**config.mk**
```make
export PLATFORM = sky130hd
export DESIGN_NAME = fetch_unit
export DESIGN_NICKNAME = d
export VERILOG_FILES = /design/src/rtl/fetch_unit.sv
export SDC_FILE = /design/constraint.sdc
export NUM_CORES = 1
export LEC_CHECK = 0
export ABC_AREA = 1
export BUFFER_PORTS_ARGS = -buffer_cell sky130_fd_sc_hd__clkbuf_2
export CAP_MARGIN = 25
export CORE_MARGIN = 2
export CORE_UTILIZATION = 61
export CTS_BUF_LIST = sky130_fd_sc_hd__clkbuf_2 sky130_fd_sc_hd__clkbuf_4 sky130_fd_sc_hd__clkbuf_8
export DETAILED_ROUTE_END_ITERATION = 16
export PLACE_DENSITY = 0.8
export SYNTH_ARGS = -nofsm -noshare
export SYNTH_HDL_FRONTEND = slang
export SYNTH_SLANG_ARGS = --single-unit
```
**constraint.sdc**
```tcl
create_clock -name clk -period 12.4 [get_ports clk]
set_input_delay 0.62 -clock clk [delete_from_list [all_inputs] [get_ports clk]]
set_output_delay 0.62 -clock clk [all_outputs]
set_load 0.01 [all_outputs]
```
**src/rtl/fetch_unit.sv**
```systemverilog
// Instruction fetch stage: owns the fetch PC, issues word requests to
// instruction memory, and buffers in-order responses in a small FIFO.
// Decode sees the FIFO head via a valid/ready handshake. A redirect
// flushes the FIFO and marks every request still in flight as stale.
module fetch_unit #(
  parameter int unsigned     XLEN      = 32,
  parameter logic [XLEN-1:0] RESET_PC  = '0,
  parameter int unsigned     BUF_DEPTH = 4
) (
  input  logic            clk,
  input  logic            rst,
  output logic            imem_req_valid,
  input  logic            imem_req_ready,
  output logic [XLEN-1:0] imem_req_addr,
  input  logic            imem_resp_valid,
  input  logic [XLEN-1:0] imem_resp_data,
  input  logic            redirect_valid,
  input  logic [XLEN-1:0] redirect_pc,
  output logic            inst_valid,
  input  logic            inst_ready,
  output logic [XLEN-1:0] inst_data,
  output logic [XLEN-1:0] inst_pc,
  output logic [6:0]      opcode
);

  localparam int unsigned     PW      = $clog2(BUF_DEPTH);
  // Counters must hold sums of two full-depth quantities.
  localparam int unsigned     CW      = PW + 2;
  localparam logic [CW-1:0]   DEPTH_C = CW'(BUF_DEPTH);
  localparam logic [XLEN-1:0] PC_STEP = XLEN'(4);
  localparam logic [XLEN-1:0] ALIGN_M = ~(XLEN'(3));

  logic [XLEN-1:0] fetch_pc;
  logic [XLEN-1:0] resp_pc;
  logic [XLEN-1:0] buf_data [BUF_DEPTH];
  logic [XLEN-1:0] buf_pc   [BUF_DEPTH];
  logic [PW-1:0]   wr_ptr;
  logic [PW-1:0]   rd_ptr;
  logic [CW-1:0]   fifo_count;
  logic [CW-1:0]   live_cnt;   // accepted, current-path, not yet answered
  logic [CW-1:0]   drop_cnt;   // accepted, stale-path, not yet answered

  logic            pop;
  logic            push;
  logic            req_fire;
  logic            resp_live;
  logic            resp_drop;
  logic            fifo_full;
  logic [CW-1:0]   credit_use;
  logic [CW-1:0]   inflight;
  logic [XLEN-1:0] redirect_base;

  assign imem_req_addr = fetch_pc;
  assign inst_valid    = (fifo_count != '0);
  assign inst_data     = buf_data[rd_ptr];
  assign inst_pc       = buf_pc[rd_ptr];
  assign opcode        = inst_data[6:0];

  // Handshake qualification and request credit check.
  always_comb begin
    pop        = inst_valid & inst_ready;
    fifo_full  = (fifo_count == DEPTH_C);
    // A word popped this cycle frees its slot for a request issued now.
    credit_use = fifo_count + live_cnt - CW'(pop);
    inflight   = drop_cnt + live_cnt;
    imem_req_valid = ~rst & (credit_use < DEPTH_C) & (inflight < DEPTH_C);
    req_fire   = imem_req_valid & imem_req_ready;
    resp_live  = imem_resp_valid & (drop_cnt == '0);
    resp_drop  = imem_resp_valid & (drop_cnt != '0);
    // A response landing in the redirect cycle belongs to the old path.
    push       = resp_live & ~redirect_valid;
    redirect_base = redirect_pc & ALIGN_M;
  end

  // PC tracking and outstanding-request accounting.
  always_ff @(posedge clk or posedge rst) begin
    if (rst) begin
      fetch_pc <= RESET_PC;
      resp_pc  <= RESET_PC;
      live_cnt <= '0;
      drop_cnt <= '0;
    end else if (redirect_valid) begin
      fetch_pc <= redirect_base;
      resp_pc  <= redirect_base;
      live_cnt <= '0;
      // Everything still in flight, plus a request accepted this cycle,
      // becomes stale; any response consumed this cycle leaves the pool.
      drop_cnt <= drop_cnt + live_cnt + CW'(req_fire)
                  - CW'(resp_live) - CW'(resp_drop);
    end else begin
      if (req_fire) begin
        fetch_pc <= fetch_pc + PC_STEP;
      end
      if (push) begin
        resp_pc <= resp_pc + PC_STEP;
      end
      live_cnt <= live_cnt + CW'(req_fire) - CW'(resp_live);
      drop_cnt <= drop_cnt - CW'(resp_drop);
    end
  end

  // FIFO pointers and occupancy; a redirect empties the buffer.
  always_ff @(posedge clk or posedge rst) begin
    if (rst) begin
      wr_ptr     <= '0;
      rd_ptr     <= '0;
      fifo_count <= '0;
    end else if (redirect_valid) begin
      wr_ptr     <= '0;
      rd_ptr     <= '0;
      fifo_count <= '0;
    end else begin
      if (push) begin
        wr_ptr <= wr_ptr + PW'(1);
      end
      if (pop) begin
        rd_ptr <= rd_ptr + PW'(1);
      end
      fifo_count <= fifo_count + CW'(push) - CW'(pop);
    end
  end

  // FIFO storage: instruction word and the PC it was fetched from.
  always_ff @(posedge clk or posedge rst) begin
    if (rst) begin
      for (int unsigned i = 0; i < BUF_DEPTH; i++) begin
        buf_data[i] <= '0;
        buf_pc[i]   <= RESET_PC;
      end
    end else if (push) begin
      buf_data[wr_ptr] <= imem_resp_data;
      buf_pc[wr_ptr]   <= resp_pc;
    end
  end

  // The credit rule must never let a push land in a full FIFO unpopped.
  no_overflow: assert property (@(posedge clk) disable iff (rst)
    !(push && fifo_full && !pop));

endmodule

```
==> results of run 1 <==
## state kept, by name (all words and copies together), names as in the netlist
register / count
drop_cnt: 4
rd_ptr: 2
buf_data: 128
buf_pc: 120
fifo_count: 4
wr_ptr: 2
imem_req_addr: 30
live_cnt: 4
resp_pc: 30
## layout make-up
class / instances / area (sq um)
clock buffer: 89 / 1075
timing repair buffer: 184 / 1016
tap: 335 / 419.2
sequential: 324 / 8113
clock inverter: 9 / 80.08
multi-input combinational: 1411 / 6928
inverter: 130 / 496.7
fill: 2165 / 7858
## placed cells by master (no fill, tap or decap), drive strengths merged, types with 4 or more instances in the layout
| master | n |
|---|---|
| nor3 | 28 |
| nand3b | 6 |
| nand4 | 7 |
| a31oi | 5 |
| o221ai | 4 |
| clkbuf | 257 |
| nor2 | 197 |
| xnor2 | 15 |
| ha | 27 |
| a21oi | 13 |
| o211ai | 14 |
| o22ai | 62 |
| o21ai | 395 |
| conb | 4 |
| nand2 | 513 |
| fa | 5 |
| dfrtp | 324 |
| nand3 | 67 |
| inv | 130 |
| buf | 15 |
| xor2 | 39 |
| clkinv | 8 |
## cells by family after synthesis
family / synth area share
other: 0.0002327
AO/OA/AOI/OAI: 0.1647
flip-flops: 0.5031
buffers and inverters: 0.06948
adder cells (fa/ha/maj): 0.02717
XOR/XNOR: 0.02935
AND/OR/NAND/NOR: 0.2060
## path summary, 6_finish.rpt
kind	start	endpoint	slack (ps)	depth (start not counted)
max	live_cnt[0]	drop_cnt[3]	8040	18
min	redirect_pc[7]	resp_pc[7]	310	3
max reg2reg	live_cnt[0]	drop_cnt[3]	8040	18
min reg2reg	buf_data[35]	buf_data[35]	480	2
max in group asynchronous	rst	buf_data[32]	10160	5
min in group asynchronous	rst	imem_req_addr[31]	530	3
## critical path: cells and delay by family (launching register included)
family / cells / cell delay (ps)
fa+ha+maj: 7 / 2280
xor+xnor: 2 / 390
buf+inv: 3 / 150
compound gates: 1 / 80
simple gates: 5 / 910
flops: 1 / 420
## power by group
part	switching [mW]	total, mW	internal, mW
Combinational	0.774	1.25	0.479
Clock	0.422	0.990	0.568
Sequential	0.182	1.47	1.29
Total	1.38	3.71	2.33
## layer usage
layer / vias to the layer above / track usage / part of all wire
met1: 6689 / 0.4149 / 0.43
met4: 0 / 0.08808 / 0.025
met2: 584 / 0.4614 / 0.47
li1: 6774 / - / -
met3: 82 / 0.03945 / 0.076
met5: - / 0 / 0
## repair_timing
| item | 4_1_cts | 5_1_grt |
|---|---|---|
| buffers inserted | 0 | 0 |
| hold buffers | 0 | 1 |
| endpoints found under the hold margin | 0 | 19 |
==> results.json, run 1 <==
{
  "fp.dieArea_sq_um": 27740,
  "place_area_sq_um": 16910,
  "netlist_area_sq_um": 16120,
  "status": "complete, no violations",
  "die_h_um": 166.5,
  "postLayoutCellArea_sq_um": 18130,
  "area_growth_pct": 12.48,
  "clock_latency_ps": 580,
  "cts_sinks": 324,
  "overflow": 0,
  "cp_max_fo": 33,
  "hpwl_um": 24660,
  "power_density_nw_per_um2": 204.7,
  "rsz0062_at_grt": "no",
  "antenna_cells": 0,
  "hold_viol_final": 0,
  "numPortBuffers": 168,
  "postRouteAntennaNets": 0,
  "p_total_mw": 3.710,
  "io_pins": 175,
  "fin_crit_sh": 0.3517,
  "drc_errors": 0,
  "initial_core_util": 0.6202,
  "cp_common_cell": "ha_1",
  "path_class": "reg2reg",
  "maxSlewViolCount": 0,
  "path_cells": "ha_1, fa_1, xnor2_1, ha_1, inv_1, nor2_1, nand2_1, nor2_2, nand3_2, fa_1, ha_1, inv_1, ha_1, inv_1, fa_1, xor2_1, nand2_1, o21ai_0",
  "crit_arrival_ps": 4800,
  "synth_top_area_cell": "dfrtp_1",
  "drt-initial-drc-count": 1447,
  "num_vias": 14130,
  "critPathLaunchType": "flop",
  "cts_made_buffers": 54,
  "first_global_vias": 13360,
  "crit_path_end_kind": "flop",
  "cts-root-buf": "clkbuf_8",
  "async_flop_share": 1.000,
  "hp-class": "in2reg",
  "instances_no_fill": 2482,
  "setup_viol_count_final": 0,
  "synth_ff_type": "dfrtp_1",
  "grt_pass1_wl_um": 66760,
  "cts.reportedPaths.clkPinSlew_ps": 60,
  "grt_max_degree": 183,
  "skew_ps": 14.37,
  "synth.most_common_cell": "nand2_1",
  "grt_util_all_layers": 0.2885,
  "gp_congestion": 0.9217,
  "slew_headroom": 0.3298,
  "post-route-util": 0.6976,
  "core_sq_um": 25980,
  "ctsResizeCount": 0,
  "cts_tree": "yes",
  "dieWidth_um": 166.5,
  "ir_drop_v": 0.0001216,
  "synth_seq_cells": 324,
  "tns_ps": 0,
  "worstMarginPinSlew_ps": 1005,
  "yosysWarnings": 0,
  "drive_gt1_frac": 0.1421,
  "antenna_found_initial": 0,
  "dp_cells": 2381,
  "required_ps": 12840,
  "cpMaxStageDelayCell": "fa_1",
  "max_cap_violations": 0,
  "nets": 2207,
  "routedWlPerCell_um": 16.11,
  "ys_seq_area_frac": 0.5031,
  "whs_ps": 314.9,
  "synth.distinct_cells": 40,
  "netlist_instances": 1989,
  "row_count": 59,
  "synthTopCellsByCount": "nand2_1, o21ai_0, dfrtp_1",
  "fmax_ghz": 0.2293,
  "synth_top_area_frac": 0.5031,
  "leakage_nw": 9.037,
  "syn_area_per_cell_sq_um": 8.103,
  "pre_cts_ws_ps": 8040,
  "viasPerCell": 5.693,
  "synth_edf_count": 0,
  "min_period_ps": 4361,
  "totalWireLength_um": 39980,
  "ctsHtreeMaxLevel": 2,
  "clockBufferDepth": 3,
  "firstDrtPassIters": 6,
  "setup_ws_ps": 8039,
  "synth.area.top_cells": "dfrtp_1, o21ai_0, nand2_1",
  "slowest_delay_ps": 670
}
No activity file was read; power rests on OpenSTA's default activity.
==> inputs of run 2 (changes only) <==
--- a/config.mk
+++ b/config.mk
@@ -9,10 +9,10 @@
 export BUFFER_PORTS_ARGS = -buffer_cell sky130_fd_sc_hd__clkbuf_2
 export CAP_MARGIN = 25
 export CORE_MARGIN = 2
-export CORE_UTILIZATION = 61
+export CORE_UTILIZATION = 55
 export CTS_BUF_LIST = sky130_fd_sc_hd__clkbuf_2 sky130_fd_sc_hd__clkbuf_4 sky130_fd_sc_hd__clkbuf_8
 export DETAILED_ROUTE_END_ITERATION = 16
-export PLACE_DENSITY = 0.8
+export PLACE_DENSITY = 0.76
 export SYNTH_ARGS = -nofsm -noshare
 export SYNTH_HDL_FRONTEND = slang
 export SYNTH_SLANG_ARGS = --single-unit
==> constraint.sdc (replaced) <==
create_clock -name clk -period 3.5 [get_ports clk]
set_input_delay 0.175 -clock clk [delete_from_list [all_inputs] [get_ports clk]]
set_output_delay 0.175 -clock clk [all_outputs]
set_load 0.01 [all_outputs]
==> results.json, run 2 (synthesis results as in run 1) <==
{
  "hpwl_um": 26290,
  "drc_errors": 0,
  "overflow": 0,
  "antenna_found_initial": 0,
  "num_vias": 14430,
  "grt_util_all_layers": 0.2766,
  "layout_common_cells": "nand2_1, o21ai_0, dfrtp_1",
  "num-fill-cells": 2373,
  "power_density_nw_per_um2": 711.6,
  "maxSlewViolCount": 0,
  "pre_cts_ws_ps": 2.146,
  "first_global_vias": 14010,
  "routedWlPerCell_um": 16.26,
  "required_ps": 3970,
  "hold_end": "resp_pc[2]",
  "die_h_um": 175.2,
  "tns_ps": 0,
  "dp_cells": 2441,
  "whs_ps": 55.70,
  "max_cap_violations": 0,
  "place_area_sq_um": 17170,
  "ir_drop_v": 0.0003436,
  "seqCellArea_sq_um": 8117,
  "rsz0062_at_grt": "yes",
  "clockBufferDepth": 3,
  "grt_max_degree": 94,
  "nets": 2283,
  "crit_arrival_ps": 3920,
  "firstDrtPassIters": 6,
  "skew_ps": 19.62,
  "viasPerCell": 5.541,
  "area_growth_pct": 18.56,
  "cts_tree": "yes",
  "timing.rr.end": "drop_cnt[3]",
  "fp.dieArea_sq_um": 30690,
  "hold_viol_final": 0,
  "min_period_ps": 3456,
  "postRouteAntennaNets": 0,
  "setup_viol_count_final": 0,
  "min-delay-start": "redirect_valid",
  "fmax_ghz": 0.2893,
  "grt_pass1_wl_um": 69470,
  "top_regs": "buf_data: 128 flops, buf_pc: 120 flops",
  "hold_depth": 4,
  "worst-r2r-setup-slack_ps": 40,
  "row_count": 62,
  "dieWidth_um": 175.2,
  "path_class": "reg2reg",
  "critPathLaunchType": "flop",
  "cts_sinks": 324,
  "cts_made_buffers": 55,
  "setup_ws_ps": 43.84,
  "gp_congestion": 0.9715,
  "io_pins": 175,
  "layout_commonest_cell": "nand2_1",
  "cts-root-buf": "clkbuf_8",
  "initial_core_util": 0.5600,
  "ctsHtreeMaxLevel": 2,
  "totalWireLength_um": 42330,
  "drt-initial-drc-count": 1244,
  "regMostFlops": "buf_data",
  "worstMarginPinSlew_ps": 743.5,
  "status": "complete, no violations",
  "drive_gt1_frac": 0.1509,
  "fin_crit_sh": 0.9875,
  "largest_reg_flops": 128,
  "rr_startpoint": "live_cnt[0]",
  "core_sq_um": 28780,
  "leakage_nw": 9.381,
  "clock_latency_ps": 610,
  "cts.reportedPaths.clkPinSlew_ps": 70,
  "numPortBuffers": 168,
  "instances_no_fill": 2604,
  "hp-class": "in2reg",
  "slew_headroom": 0.5044,
  "r2r_cells": 18,
  "multi_input_area_sq_um": 7008,
  "postLayoutCellArea_sq_um": 19110,
  "crit_path_end_kind": "flop",
  "cp_max_fo": 2,
  "antenna_cells": 0
}
## run 2: cell count changes in the layout (fill, tap and decap cells not counted), moves of 3 or more
cell           previous run  this run
inv_2                     1         5
inv_1                   126       122
clkinvlp_4                0         3
fa_2                      0         3
ha_4                      0         4
clkbuf_4                 24        18
dfrtp_1                 322       319
dlygate4sd3_1             1        64
buf_12                    1        12
ha_1                     27        21
dfrtp_2                   1         4
fa_1                      5         2
## run 2: power by group
group | switching (mW) | leakage [nW] | internal (mW) | total (mW)
clock network | 1.56 | 0.621 | 2.03 | 3.60
registers | 0.637 | 4.31 | 4.56 | 5.20
logic | 2.91 | 4.45 | 1.90 | 4.81
## run 2: metrics by stage
| step | utilization | total power, mW |
|---|---|---|
| 6_report | 0.6639 | 13.60 |
| 5_1_grt | 0.6639 | 14.53 |
| 4_1_cts | 0.6597 | 13.44 |
| 3_5_place_dp | 0.5967 | 9.754 |
| 3_3_place_gp | 0.5967 | 9.572 |
| 2_1_floorplan | - | 8.221 |
## run 2: layout make-up
class	instances	area share
multi-input cells	1411	0.3668
clock inverters	13	0.007465
flip-flops and latches	324	0.4248
repair buffers	259	0.09619
inverters	130	0.02580
well taps	384	0.02514
clock buffers	83	0.05389
## run 2: timing repair
item / in CTS / in global routing
gates resized for setup: 0 / 25
setup endpoints to repair: 0 / 5
hold endpoints to repair: 206 / 0
hold buffers: 64 / 0
buffers inserted: 0 / 2
## run 2: critical path, stage by stage (launching register included)
cell and delay (ps):
dfrtp_1 390, ha_2 200, fa_2 400, xnor2_2 190
ha_2 200, inv_2 30, nor2_2 80, nand2_1 60
nor2_2 130, nand3_2 130, fa_2 480, inv_2 80
ha_4 150, ha_4 130, inv_2 30, fa_2 340
xor2_1 160, nand2_1 70, o21ai_1 70
## run 2: worst max path at each step
stage	startpoint	endpoint	slack [ps]
finish	live_cnt[0]	drop_cnt[3]	40
global route	drop_cnt[0]	drop_cnt[3]	-150
CTS	live_cnt[0]	drop_cnt[3]	5
detailed placement	live_cnt[0]	drop_cnt[3]	2
global placement	live_cnt[0]	drop_cnt[3]	90
floorplan	rst	buf_data[0]	-1000
## run 2: routing by layer
metal | vias to the layer above | wire length (um) | GRT usage
met5 | - | 0 | 0
met3 | 79 | 2966 | 0.04003
li1 | 6922 | - | -
met1 | 6833 | 18440 | 0.3834
met4 | 0 | 1035 | 0.09132
met2 | 595 | 19890 | 0.4496
==> inputs of run 3 (changes only) <==
--- a/config.mk
+++ b/config.mk
@@ -9,10 +9,11 @@
 export BUFFER_PORTS_ARGS = -buffer_cell sky130_fd_sc_hd__clkbuf_2
 export CAP_MARGIN = 25
 export CORE_MARGIN = 2
-export CORE_UTILIZATION = 55
+export CORE_UTILIZATION = 65
 export CTS_BUF_LIST = sky130_fd_sc_hd__clkbuf_2 sky130_fd_sc_hd__clkbuf_4 sky130_fd_sc_hd__clkbuf_8
 export DETAILED_ROUTE_END_ITERATION = 16
-export PLACE_DENSITY = 0.76
+export PLACE_DENSITY = 0.85
+export SETUP_SLACK_MARGIN = 0.5
 export SYNTH_ARGS = -nofsm -noshare
 export SYNTH_HDL_FRONTEND = slang
 export SYNTH_SLANG_ARGS = --single-unit
==> constraint.sdc (replaced) <==
create_clock -name clk -period 4.3 [get_ports clk]
set_input_delay 0.215 -clock clk [delete_from_list [all_inputs] [get_ports clk]]
set_output_delay 0.215 -clock clk [all_outputs]
set_load 0.01 [all_outputs]
==> results.json, run 3 (synthesis results as in run 1) <==
{
  "layout_commonest_cell": "nand2_1",
  "nets": 2268,
  "cts_sinks": 324,
  "cts-root-buf": "clkbuf_8",
  "slew_headroom": 0.3320,
  "fmax_ghz": 0.2826,
  "power.share.clock": 0.261,
  "cp_max_fo": 4,
  "layout_common_cells": "nand2_1, o21ai_0, dfrtp_1",
  "hpwl_um": 25520,
  "clock_latency_ps": 580,
  "grt_max_degree": 133,
  "io_pins": 175,
  "crit_arrival_ps": 3960,
  "row_count": 57,
  "totalWireLength_um": 42480,
  "setup_viol_count_final": 0,
  "power_density_nw_per_um2": 579.4,
  "die_h_um": 161.5,
  "pre_cts_ws_ps": 720.4,
  "min_period_ps": 3538,
  "ir_drop_v": 0.0004550,
  "p_total_mw": 10.84,
  "grtUsageMet2": 0.5474,
  "drc_errors": 0,
  "initial_core_util": 0.6627,
  "grt_pass1_wl_um": 70120,
  "comb_power_share": 0.346,
  "hold_viol_final": 0,
  "rsz0062_at_grt": "no",
  "cts.reportedPaths.clkPinSlew_ps": 60,
  "drt-initial-drc-count": 1410,
  "whs_ps": 40.07,
  "fin_crit_sh": 0.8229,
  "clockBufferDepth": 3,
  "postLayoutCellArea_sq_um": 18700,
  "first_global_vias": 14490,
  "top_regs": "buf_data: 128 flops, buf_pc: 120 flops",
  "drive_gt1_frac": 0.1371,
  "power_frac_seq": 0.393,
  "busiest_layer": "met2",
  "viasPerCell": 5.826,
  "largest_reg_flops": 128,
  "status": "complete, no violations",
  "grt_util_all_layers": 0.3289,
  "grt_use_met3": 0.05419,
  "switching_share": 0.3752,
  "worstMarginPinSlew_ps": 1002,
  "regMostFlops": "buf_data",
  "maxSlewViolCount": 0,
  "dp_cells": 2374,
  "gp_congestion": 0.9583,
  "antenna_found_initial": 0,
  "fp.dieArea_sq_um": 26070,
  "leakage_nw": 9.270,
  "overflow": 0,
  "place_area_sq_um": 16950,
  "crit_path_end_kind": "flop",
  "routedWlPerCell_um": 16.81,
  "numPortBuffers": 168,
  "path_class": "reg2reg",
  "skew_ps": 21.79,
  "dieWidth_um": 161.5,
  "postRouteAntennaNets": 0,
  "core_sq_um": 24320,
  "tns_ps": 0,
  "num-fill-cells": 1736,
  "switching_power_mw": 4.065,
  "hp-class": "in2reg",
  "critPathLaunchType": "flop",
  "required_ps": 4720,
  "p_int_mw": 6.771,
  "max_cap_violations": 0,
  "instances_no_fill": 2527,
  "firstDrtPassIters": 5,
  "setup_ws_ps": 761.6,
  "antenna_cells": 0,
  "area_growth_pct": 16.04,
  "ctsHtreeMaxLevel": 2,
  "use_met1": 0.4398,
  "post-route-util": 0.7690,
  "cts_tree": "yes",
  "num_vias": 14720,
  "cts_made_buffers": 52
}
==> run 3: cell count changes in the layout (fill, tap and decap cells not counted), sizes merged <==
cell         delta
inv             -1
clkinvlp        -2
dlygate4sd3     -2
clkinv          -2
buf            -10
==> run 3: layer usage <==
layer	vias up	wire length [um]	share of wire
met5	-	0	0
met3	118	3467	0.082
met1	7002	17340	0.41
met4	0	1309	0.031
li1	6885	-	-
met2	718	20360	0.48
==> run 3: power groups by stage <==
stage | Combinational, mW | Clock [mW] | Sequential (mW)
after global routing | 4.21 | 3.01 | 4.33
after detailed placement | 3.61 | 0 | 4.28
after CTS | 3.69 | 2.86 | 4.24
after global placement | 3.48 | 0 | 4.25
final | 3.75 | 2.83 | 4.26
after floorplan | 2.55 | 0 | 4.14
==> run 3: what timing repair did <==
item | 4_1_cts | 5_1_grt
endpoints found under the hold margin | 421 | 0
endpoints found under the setup margin | 0 | 1
buffers inserted | 0 | 0
resized for setup | 0 | 2
hold buffers | 62 | 0
==> run 3: path summary, 6_finish.rpt <==
check | from | end | slack, ps | cells after the start
max | live_cnt[0] | drop_cnt[3] | 760 | 18
min | redirect_pc[9] | imem_req_addr[9] | 40 | 5
max reg2reg | live_cnt[0] | drop_cnt[3] | 760 | 18
min reg2reg | buf_data[52] | buf_data[52] | 480 | 2
max in group asynchronous | rst | imem_req_addr[23] | 3080 | 4
min in group asynchronous | rst | wr_ptr[0] | 430 | 4
==> run 3: worst max-delay path: stages (launching register included) <==
cell and delay, ps:
dfrtp_1 420, ha_1 260, fa_2 370, xnor2_2 190, ha_1 160, inv_1 30
nor2_1 70, nand2_1 70, nor2_2 100, nand3_2 90, fa_1 380, ha_1 300
inv_1 60, ha_1 130, inv_1 40, fa_1 390, xor2_1 170, nand2_1 50
o21ai_0 80
==> run 3: final cells by class <==
cell class              instances  area [sq um]  share of cell area
flip-flops and latches        324          8113              0.4338
inverters                     130         493.0             0.02636
repair buffers                247          1627             0.08697
multi-input cells            1411          6938              0.3710
clock buffers                  83          1030             0.05506
well taps                     324         405.4             0.02168
clock inverters                 8         96.34            0.005152
